File: src/rtl/apb_regfile_pkg.sv
// rtl/apb_regfile_pkg.sv - shared states, constants and helpers for apb_regfile_slave (optional APB_PSTRB_EN lives in the top)
package apb_regfile_pkg;

  // Transfer sequencing: setup seen -> optional wait -> one-cycle response
  typedef enum logic [1:0] {
    IDLE  = 2'd0,
    WAIT  = 2'd1,
    READY = 2'd2
  } apb_state_t;

  localparam int APB_BYTE_W = 8;

  // Wide enough for the largest supported wait-state count (15)
  localparam int WAIT_CNT_W = 4;

  // Number of low address bits that select a byte inside one data word
  function automatic int byte_off_bits(input int data_w);
    return $clog2(data_w / APB_BYTE_W);
  endfunction

endpackage

File: src/rtl/apb_addr_decode.sv
// rtl/apb_addr_decode.sv - combinational PADDR to register index and valid flag
module apb_addr_decode #(
  parameter int                DATA_W    = 32,
  parameter int                ADDR_W    = 32,
  parameter int                NUM_REGS  = 8,
  parameter logic [ADDR_W-1:0] BASE_ADDR = '0,
  parameter int                IDX_W     = (NUM_REGS > 1) ? $clog2(NUM_REGS) : 1
) (
  input  logic [ADDR_W-1:0] i_paddr,
  output logic              o_valid,
  output logic [IDX_W-1:0]  o_index
);
  import apb_regfile_pkg::*;

  localparam int                OFF_BITS = byte_off_bits(DATA_W);
  localparam logic [ADDR_W-1:0] OFF_MASK = ADDR_W'((64'd1 << OFF_BITS) - 64'd1);

  // One extra bit so an address below BASE_ADDR shows up as a borrow
  logic [ADDR_W:0]   w_diff;
  logic [ADDR_W-1:0] w_word;

  assign w_diff  = {1'b0, i_paddr} - {1'b0, BASE_ADDR};
  assign w_word  = w_diff[ADDR_W-1:0] >> OFF_BITS;

  // BASE_ADDR is word aligned, so checking the offset bits of the difference
  // is the same as checking them on PADDR itself
  assign o_valid = !w_diff[ADDR_W]
                && ((w_diff[ADDR_W-1:0] & OFF_MASK) == '0)
                && (w_word < ADDR_W'(NUM_REGS));
  assign o_index = w_word[IDX_W-1:0];

endmodule

File: src/rtl/apb_regfile_slave.sv
// rtl/apb_regfile_slave.sv - parametrised APB4 register file completer; APB_PSTRB_EN enables byte-lane writes
module apb_regfile_slave #(
  parameter int                DATA_W      = 32,
  parameter int                ADDR_W      = 32,
  parameter int                NUM_REGS    = 8,
  parameter logic [ADDR_W-1:0] BASE_ADDR   = '0,
  parameter int                WAIT_STATES = 0
) (
  input  logic                       i_clk,
  input  logic                       i_reset,
  input  logic [ADDR_W-1:0]          PADDR,
  input  logic                       PWRITE,
  input  logic [DATA_W-1:0]          PWDATA,
  input  logic [DATA_W/8-1:0]        PSTRB,
  input  logic                       PSELx,
  input  logic                       PENABLE,
  output logic [DATA_W-1:0]          PRDATA,
  output logic                       PREADY,
  output logic                       PSLVERR,
  output logic [NUM_REGS*DATA_W-1:0] o_regs
);
  import apb_regfile_pkg::*;

  localparam int IDX_W     = (NUM_REGS > 1) ? $clog2(NUM_REGS) : 1;
  localparam int NUM_BYTES = DATA_W / APB_BYTE_W;

  apb_state_t            r_state, w_state_nxt;
  logic [WAIT_CNT_W-1:0] r_cnt, w_cnt_nxt;
  logic                  r_valid, w_valid_nxt;
  logic [IDX_W-1:0]      r_index, w_index_nxt;
  logic                  r_write, w_write_nxt;
  logic                  r_pready, w_pready_nxt;
  logic                  r_pslverr, w_pslverr_nxt;
  logic [DATA_W-1:0]     r_prdata, w_prdata_nxt;
  logic                  w_commit;

  logic                  w_dec_valid;
  logic [IDX_W-1:0]      w_dec_index;
  logic [IDX_W-1:0]      w_rd_index;
  logic [DATA_W-1:0]     w_rd_data;

  logic [DATA_W-1:0]     r_regs [NUM_REGS];

  apb_addr_decode #(
    .DATA_W    (DATA_W),
    .ADDR_W    (ADDR_W),
    .NUM_REGS  (NUM_REGS),
    .BASE_ADDR (BASE_ADDR),
    .IDX_W     (IDX_W)
  ) u_decode (
    .i_paddr (PADDR),
    .o_valid (w_dec_valid),
    .o_index (w_dec_index)
  );

  // Read source: live decode on a zero-wait setup, latched index after waiting
  always_comb begin
    w_rd_index = (r_state == IDLE) ? w_dec_index : r_index;
    w_rd_data  = '0;
    for (int k = 0; k < NUM_REGS; k++) begin
      if (w_rd_index == IDX_W'(k)) begin
        w_rd_data = r_regs[k];
      end
    end
  end

  // Next state, latched decode and the response to register on entry to READY
  always_comb begin
    w_state_nxt   = r_state;
    w_cnt_nxt     = r_cnt;
    w_valid_nxt   = r_valid;
    w_index_nxt   = r_index;
    w_write_nxt   = r_write;
    w_pready_nxt  = 1'b0;
    w_pslverr_nxt = 1'b0;
    w_prdata_nxt  = '0;
    w_commit      = 1'b0;

    case (r_state)
      IDLE: begin
        if (PSELx && !PENABLE) begin
          w_valid_nxt = w_dec_valid;
          w_index_nxt = w_dec_index;
          w_write_nxt = PWRITE;
          if (WAIT_STATES == 0) begin
            w_state_nxt   = READY;
            w_pready_nxt  = 1'b1;
            w_pslverr_nxt = !w_dec_valid;
            w_prdata_nxt  = (w_dec_valid && !PWRITE) ? w_rd_data : '0;
          end else begin
            w_state_nxt = WAIT;
            w_cnt_nxt   = WAIT_CNT_W'(WAIT_STATES);
          end
        end
      end

      WAIT: begin
        if (!PSELx) begin
          // Requester gave up: drop the transfer without a response
          w_state_nxt = IDLE;
        end else if (PENABLE) begin
          if (r_cnt == WAIT_CNT_W'(1)) begin
            w_state_nxt   = READY;
            w_pready_nxt  = 1'b1;
            w_pslverr_nxt = !r_valid;
            w_prdata_nxt  = (r_valid && !r_write) ? w_rd_data : '0;
          end else begin
            w_cnt_nxt = r_cnt - WAIT_CNT_W'(1);
          end
        end
      end

      READY: begin
        w_state_nxt = IDLE;
        w_commit    = PSELx && PENABLE && r_write && r_valid;
      end

      default: begin
        w_state_nxt = IDLE;
      end
    endcase
  end

  // State, latched decode and the registered APB response
  always_ff @(posedge i_clk) begin
    if (i_reset) begin
      r_state   <= IDLE;
      r_cnt     <= '0;
      r_valid   <= 1'b0;
      r_index   <= '0;
      r_write   <= 1'b0;
      r_pready  <= 1'b0;
      r_pslverr <= 1'b0;
      r_prdata  <= '0;
    end else begin
      r_state   <= w_state_nxt;
      r_cnt     <= w_cnt_nxt;
      r_valid   <= w_valid_nxt;
      r_index   <= w_index_nxt;
      r_write   <= w_write_nxt;
      r_pready  <= w_pready_nxt;
      r_pslverr <= w_pslverr_nxt;
      r_prdata  <= w_prdata_nxt;
    end
  end

  // Register file; a write lands on the edge that closes the READY cycle
  always_ff @(posedge i_clk) begin
    if (i_reset) begin
      for (int k = 0; k < NUM_REGS; k++) begin
        r_regs[k] <= '0;
      end
    end else if (w_commit) begin
      for (int k = 0; k < NUM_REGS; k++) begin
        if (r_index == IDX_W'(k)) begin
`ifdef APB_PSTRB_EN
          for (int b = 0; b < NUM_BYTES; b++) begin
            if (PSTRB[b]) begin
              r_regs[k][b*APB_BYTE_W +: APB_BYTE_W] <= PWDATA[b*APB_BYTE_W +: APB_BYTE_W];
            end
          end
`else
          r_regs[k] <= PWDATA;
`endif
        end
      end
    end
  end

`ifndef APB_PSTRB_EN
  // Strobes only matter when byte-lane writes are built in
  logic w_unused_pstrb;
  assign w_unused_pstrb = ^PSTRB;
`endif

  genvar g;
  for (g = 0; g < NUM_REGS; g++) begin : g_flat
    assign o_regs[g*DATA_W +: DATA_W] = r_regs[g];
  end

  assign PRDATA  = r_prdata;
  assign PREADY  = r_pready;
  assign PSLVERR = r_pslverr;

endmodule

File: config.mk
export PLATFORM = sky130hd
export DESIGN_NAME = apb_regfile_slave
export DESIGN_NICKNAME = d
export VERILOG_FILES = /design/src/rtl/apb_regfile_pkg.sv /design/src/rtl/apb_addr_decode.sv /design/src/rtl/apb_regfile_slave.sv
export SDC_FILE = /design/constraint.sdc
export NUM_CORES = 1
export LEC_CHECK = 0
export ABC_AREA = 1
export BUFFER_PORTS_ARGS = -buffer_cell sky130_fd_sc_hd__buf_2
export CORE_MARGIN = 2
export CORE_UTILIZATION = 45
export DETAILED_ROUTE_END_ITERATION = 10
export HOLD_SLACK_MARGIN = 0.15
export PLACE_DENSITY = 0.82
export SYNTH_ARGS = -nofsm -noshare
export SYNTH_HDL_FRONTEND = slang
export SYNTH_SLANG_ARGS = --single-unit
File: constraint.sdc
create_clock -name i_clk -period 8.8 [get_ports i_clk]
set_input_delay 0.88 -clock i_clk [delete_from_list [all_inputs] [get_ports i_clk]]
set_output_delay 0.88 -clock i_clk [all_outputs]
set_load 0.02 [all_outputs]
Yosys cells after proc, flatten, opt, wreduce, memory -nomap -nowiden
Memory sizes are Yosys's and may differ from the RTL's.
Index checks and enable logic that the tools add are counted.
{"block": "op_classes", "n_reduce_logical": 19, "bitwise_logic": 9, "eq_ne": 20, "n_addsub": 1, "muxes": 74, "shift": 0, "n_lt_le_gt_ge": 1, "mul": 0, "div": 0}
{"operator": "32-bit 2-to-1 mux", "count": 22}
{"operator": "32-bit one-hot mux with 2 select lines", "count": 1}
{"operator": "1-bit 2-to-1 mux", "count": 43}
{"operator": "32-bit zero test", "count": 1}
{"operator": "30-bit by 4-bit < comparator with 1-bit output, second input constant", "count": 1}
{"operator": "3-bit equality test, second input constant", "count": 8}
{"operator": "3-bit by 2-bit equality test with 1-bit output, second input constant", "count": 4}
{"operator": "2-bit 2-to-1 mux", "count": 4}
{"operator": "1-bit bitwise OR", "count": 8}
{"operator": "1-bit logical AND", "count": 7}
{"operator": "3-bit by 1-bit equality test with 1-bit output, second input constant", "count": 2}
{"operator": "3-bit zero test", "count": 2}
{"operator": "3-bit inequality test, second input constant", "count": 2}
{"operator": "1-bit zero test", "count": 5}
{"operator": "4-bit by 1-bit equality test with 1-bit output, second input constant", "count": 1}
{"operator": "1-bit one-hot mux with 2 select lines", "count": 2}
{"operator": "2-bit one-hot mux with 2 select lines", "count": 1}
{"operator": "4-bit AND reduction", "count": 1}
{"operator": "4-bit by 1-bit subtractor with 4-bit output, second input constant", "count": 1}
{"operator": "3-bit 2-to-1 mux", "count": 1}
{"operator": "3-bit AND reduction", "count": 1}
{"operator": "2-bit by 1-bit equality test with 1-bit output, second input constant", "count": 1}
{"operator": "2-bit equality test, second input constant", "count": 1}
{"operator": "2-bit zero test", "count": 1}
{"operator": "other kinds (3)", "count": 3}
{"block": "word_totals", "n_memories": 1, "latch_bits": 0, "romBits": 0, "elab_cells": 133, "input_bits": 73, "ram_bits": 256, "register_bits": 45}
{"memory": "r_regs", "words": 8, "word_bits": 32, "read_ports": 8, "rd_ports_with_merged_regs": 0, "write_ports": 8, "line_no": "apb_regfile_slave.sv:42", "rtl": "logic [DATA_W-1:0] r_regs [NUM_REGS];"}

Logic depth before layout (Yosys ltp)
{"block": "depth", "depth_word": 16, "mapped_depth": 12}

Hierarchy
Synthesis repeated with hierarchy kept, for this count alone.
{"block": "hier_totals", "cells_unflattened": 1237, "hier_area_um2": 12588.3}
{"module": "apb_regfile_slave", "cells_per_inst": 1205, "area_each_um2": 12454.4, "instances": 1}
{"module": "apb_addr_decode", "cells_per_inst": 32, "area_each_um2": 133.9, "instances": 1}

Worst setup path after synthesis
No wires, ideal clock.
{"block": "synth_timing", "path_type": "in2reg", "from": "input PSELx", "to": "memory r_regs[7][4], in the netlist r_regs[1][100], enable pin", "t_required_ps": 8330, "path_stages": 4, "slack_ps": 4613, "arrival_ps": 3717, "path_cell_list": "inv_1 > nor4_2 > nand2_1 > o31ai_1"}
{"element": "start: declaration", "line_no": "apb_regfile_slave.sv:15", "rtl": "input logic PSELx,"}
{"element": "end: declaration", "line_no": "apb_regfile_slave.sv:42"}

==> qor.txt <==
status = complete, no violations
layout cell share with drive strength beyond 1 = 29.01%
clk_lat worst skew = 570 ps
Synth top cells by count = nor2_1 (353), edfxtp_1 (256), nand2_1 (164), inv_1 (110), nand4_1 (98)
n_diodes = 0
critical path arrival = 4140 ps
starting density of the core = 45.99%
slowest CP cell = nand2_2
Routed Antenna Nets = 0
postcts setup bufs = 0
Core ar. = 0.02710 mm^2
post-route insts no fill = 1930
Register Area = 0.008488 mm^2
grt ovf = 0
Worst EP required = 8970 ps
gpl congestion = 0.8599
worst hold-check path type = reg -> reg
Syn Nets = 1274
#FFs+latches synth = 296
shortest period the worst path allows = 3962 ps
Worst VDD drop = 0.1667 mV
count of cell types in the netlist = 30
TritonCTS buffer count = 30
crit path max fanout = 33
worst setup path endpoint = r_regs[0][105]
syn_area_per_cell = 10.38 um^2
area of the multi-input gates = 0.003289 mm^2
post-layout util = 57.48%
unrepaired setup endpoints after global routing = no
crit-path max cell delay = 1310 ps
initial DRC count = 1329
drt wl/cell = 22.91 um
worst path cell trace = nand2_1 -> nor4_2 -> inv_1 -> nor2_1 -> nand3_2 -> nand2_2
fin nets = 1607
largest net degree at the start of global routing = 79
top cells by area, synth = edfxtp_1 (62%), nor2_1 (11%), dfxtp_1 (6.4%), nand2_1 (4.9%), nand4_1 (4.9%)
setup slack after layout = 4838 ps
DR vias/cell = 5.603
Cell Area, Placed = 0.01454 mm^2
Slew @ Worst Pin = 1183 ps
die area = 0.02905 mm^2
first-pass GRT wire length = 64040 um
Yosys top cell area share = 61.67%
Cells after DPL = 1874
Worst setup EP type = register
Final Setup Violations = 0
Top Ports = 363
Most used DFF post-synth = edfxtp_1
total power = 3.311 mW
die height = 170.4 um
most common cell in the synthesized netlist = nor2_1
Clock Sinks = 296
Root Buffer = clkbuf_16
Max Cap Viol = 0
YS warnings = 0
hold buffers post-CTS = 0
final period utilization = 45.02%
initial antenna violation count = 2
max-slew violation count = 0
FP Rows = 60
setup tns final = 0 ps
Final Skew = 20.09 ps
drt drc = 0
final hold violation count = 0
R2R cell count = 6
critical path class = reg -> reg
Static Leakage = 6.883 nW
number of global-route vias before repair = 10480
gr usage total = 30.03%
Seq/Total Area, Yosys = 68.10%
TritonCTS clock tree = yes
P&R area growth vs syn = 24.97%
Resize count post-CTS = 0
H-tree depth = 1
Power Dens Cells = 212.5 mW/mm^2
Synth area leader = edfxtp_1
Post-synth ARST share = 0%
CTS max path bufs = 3
via count = 10810
relative slew slack = 20.89%
Pre-antenna DRT Iters = 5
HPWL Detailed = 26640 um
Crit path max-delay family = simple AND/OR/NAND/NOR gates
FF-to-FF Start = r_state[1]
hold_ws = 497.8 ps
mapped cell area = 0.01246 mm^2
critical path depth in cells = 6
Bufs and invs on worst path = 1
I/O Buffers = 358
Die X-Extent = 170.4 um
worst r2r dst = r_regs[0][105]
clock slew seen by the registers of the worst setup and hold paths = 60 ps
Fillers = 2165
post-synthesis cell count = 1201
design area = 0.01558 mm^2
pre-CTS WS = 4463 ps
CP startpoint = r_state[1]
EDFF count, synth = 256
maximum clock rate = 0.2524 GHz
Worst R2R Setup Slack = 4840 ps
final wirelength = 44210 um
CP startpoint kind = register
cell families after synthesis:
logic type,count (synthesis),synth area share [%]
DFF,296,68.10
and+or+nand+nor,681,23.91
buffers and inverters,182,5.993
AOI/OAI and AO/OA,42,1.998
cell type report:
class	count	area share [%]
tap	372	2.988
clock buffer	39	5.229
timing repair buffer	367	11.94
sequential	296	54.49
multi-input combinational	723	21.12
clock inverter	17	1.430
inverter	116	2.811
registers in the layout (all words and copies together) (netlist names):
name / cells
r_regs: 256
PRDATA: 32
r_index: 3
PREADY: 1
PSLVERR: 1
r_state: 1
r_valid: 1
r_write: 1
where the power goes:
group	internal (mW)	total, mW	switching [mW]
registers	1.58	1.62	0.0345
clock network	0.799	1.34	0.546
logic	0.0841	0.349	0.265
total	2.47	3.31	0.845
worst reg2reg max path, delay by kind of cell, from the launching register on:
kind	cells	cell delay, ps
buffers and inverters	1	70
DFF	1	560
and+or+nand+nor	5	2930
layout by cell type, fill, tap and decap left out, drive strengths merged:
| cell | count |
|---|---|
| inv | 117 |
| dfxtp | 40 |
| edfxtp | 256 |
| nand4 | 98 |
| bufinv | 5 |
| nor2 | 356 |
| nand2 | 171 |
| o21a | 1 |
| nand3 | 46 |
| o21ai | 5 |
| clkinv | 10 |
| a21oi | 26 |
| clkinvlp | 1 |
| clkbuf | 39 |
| o211ai | 9 |
| buf | 367 |
| o31ai | 1 |
| nor3 | 8 |
| nor4 | 2 |
per-layer routing:
layer | wire length, um | GRT usage [%] | vias to the layer above
met5 | 30 | 0 | -
met4 | 1853 | 11.97 | 4
met3 | 5319 | 7.419 | 135
met2 | 20980 | 50.05 | 840
met1 | 16030 | 37.73 | 5132
li1 | - | - | 4703
worst min-delay path by stage:
stage / startpoint / end / cells past startpoint
detailed placement: r_write / r_write / 2
floorplan: r_write / r_write / 2
CTS: r_write / r_write / 2
global route: r_write / r_write / 2
global placement: r_write / r_write / 2
finish: r_write / r_write / 2
Note: power is estimated with default switching activity, not from simulation.
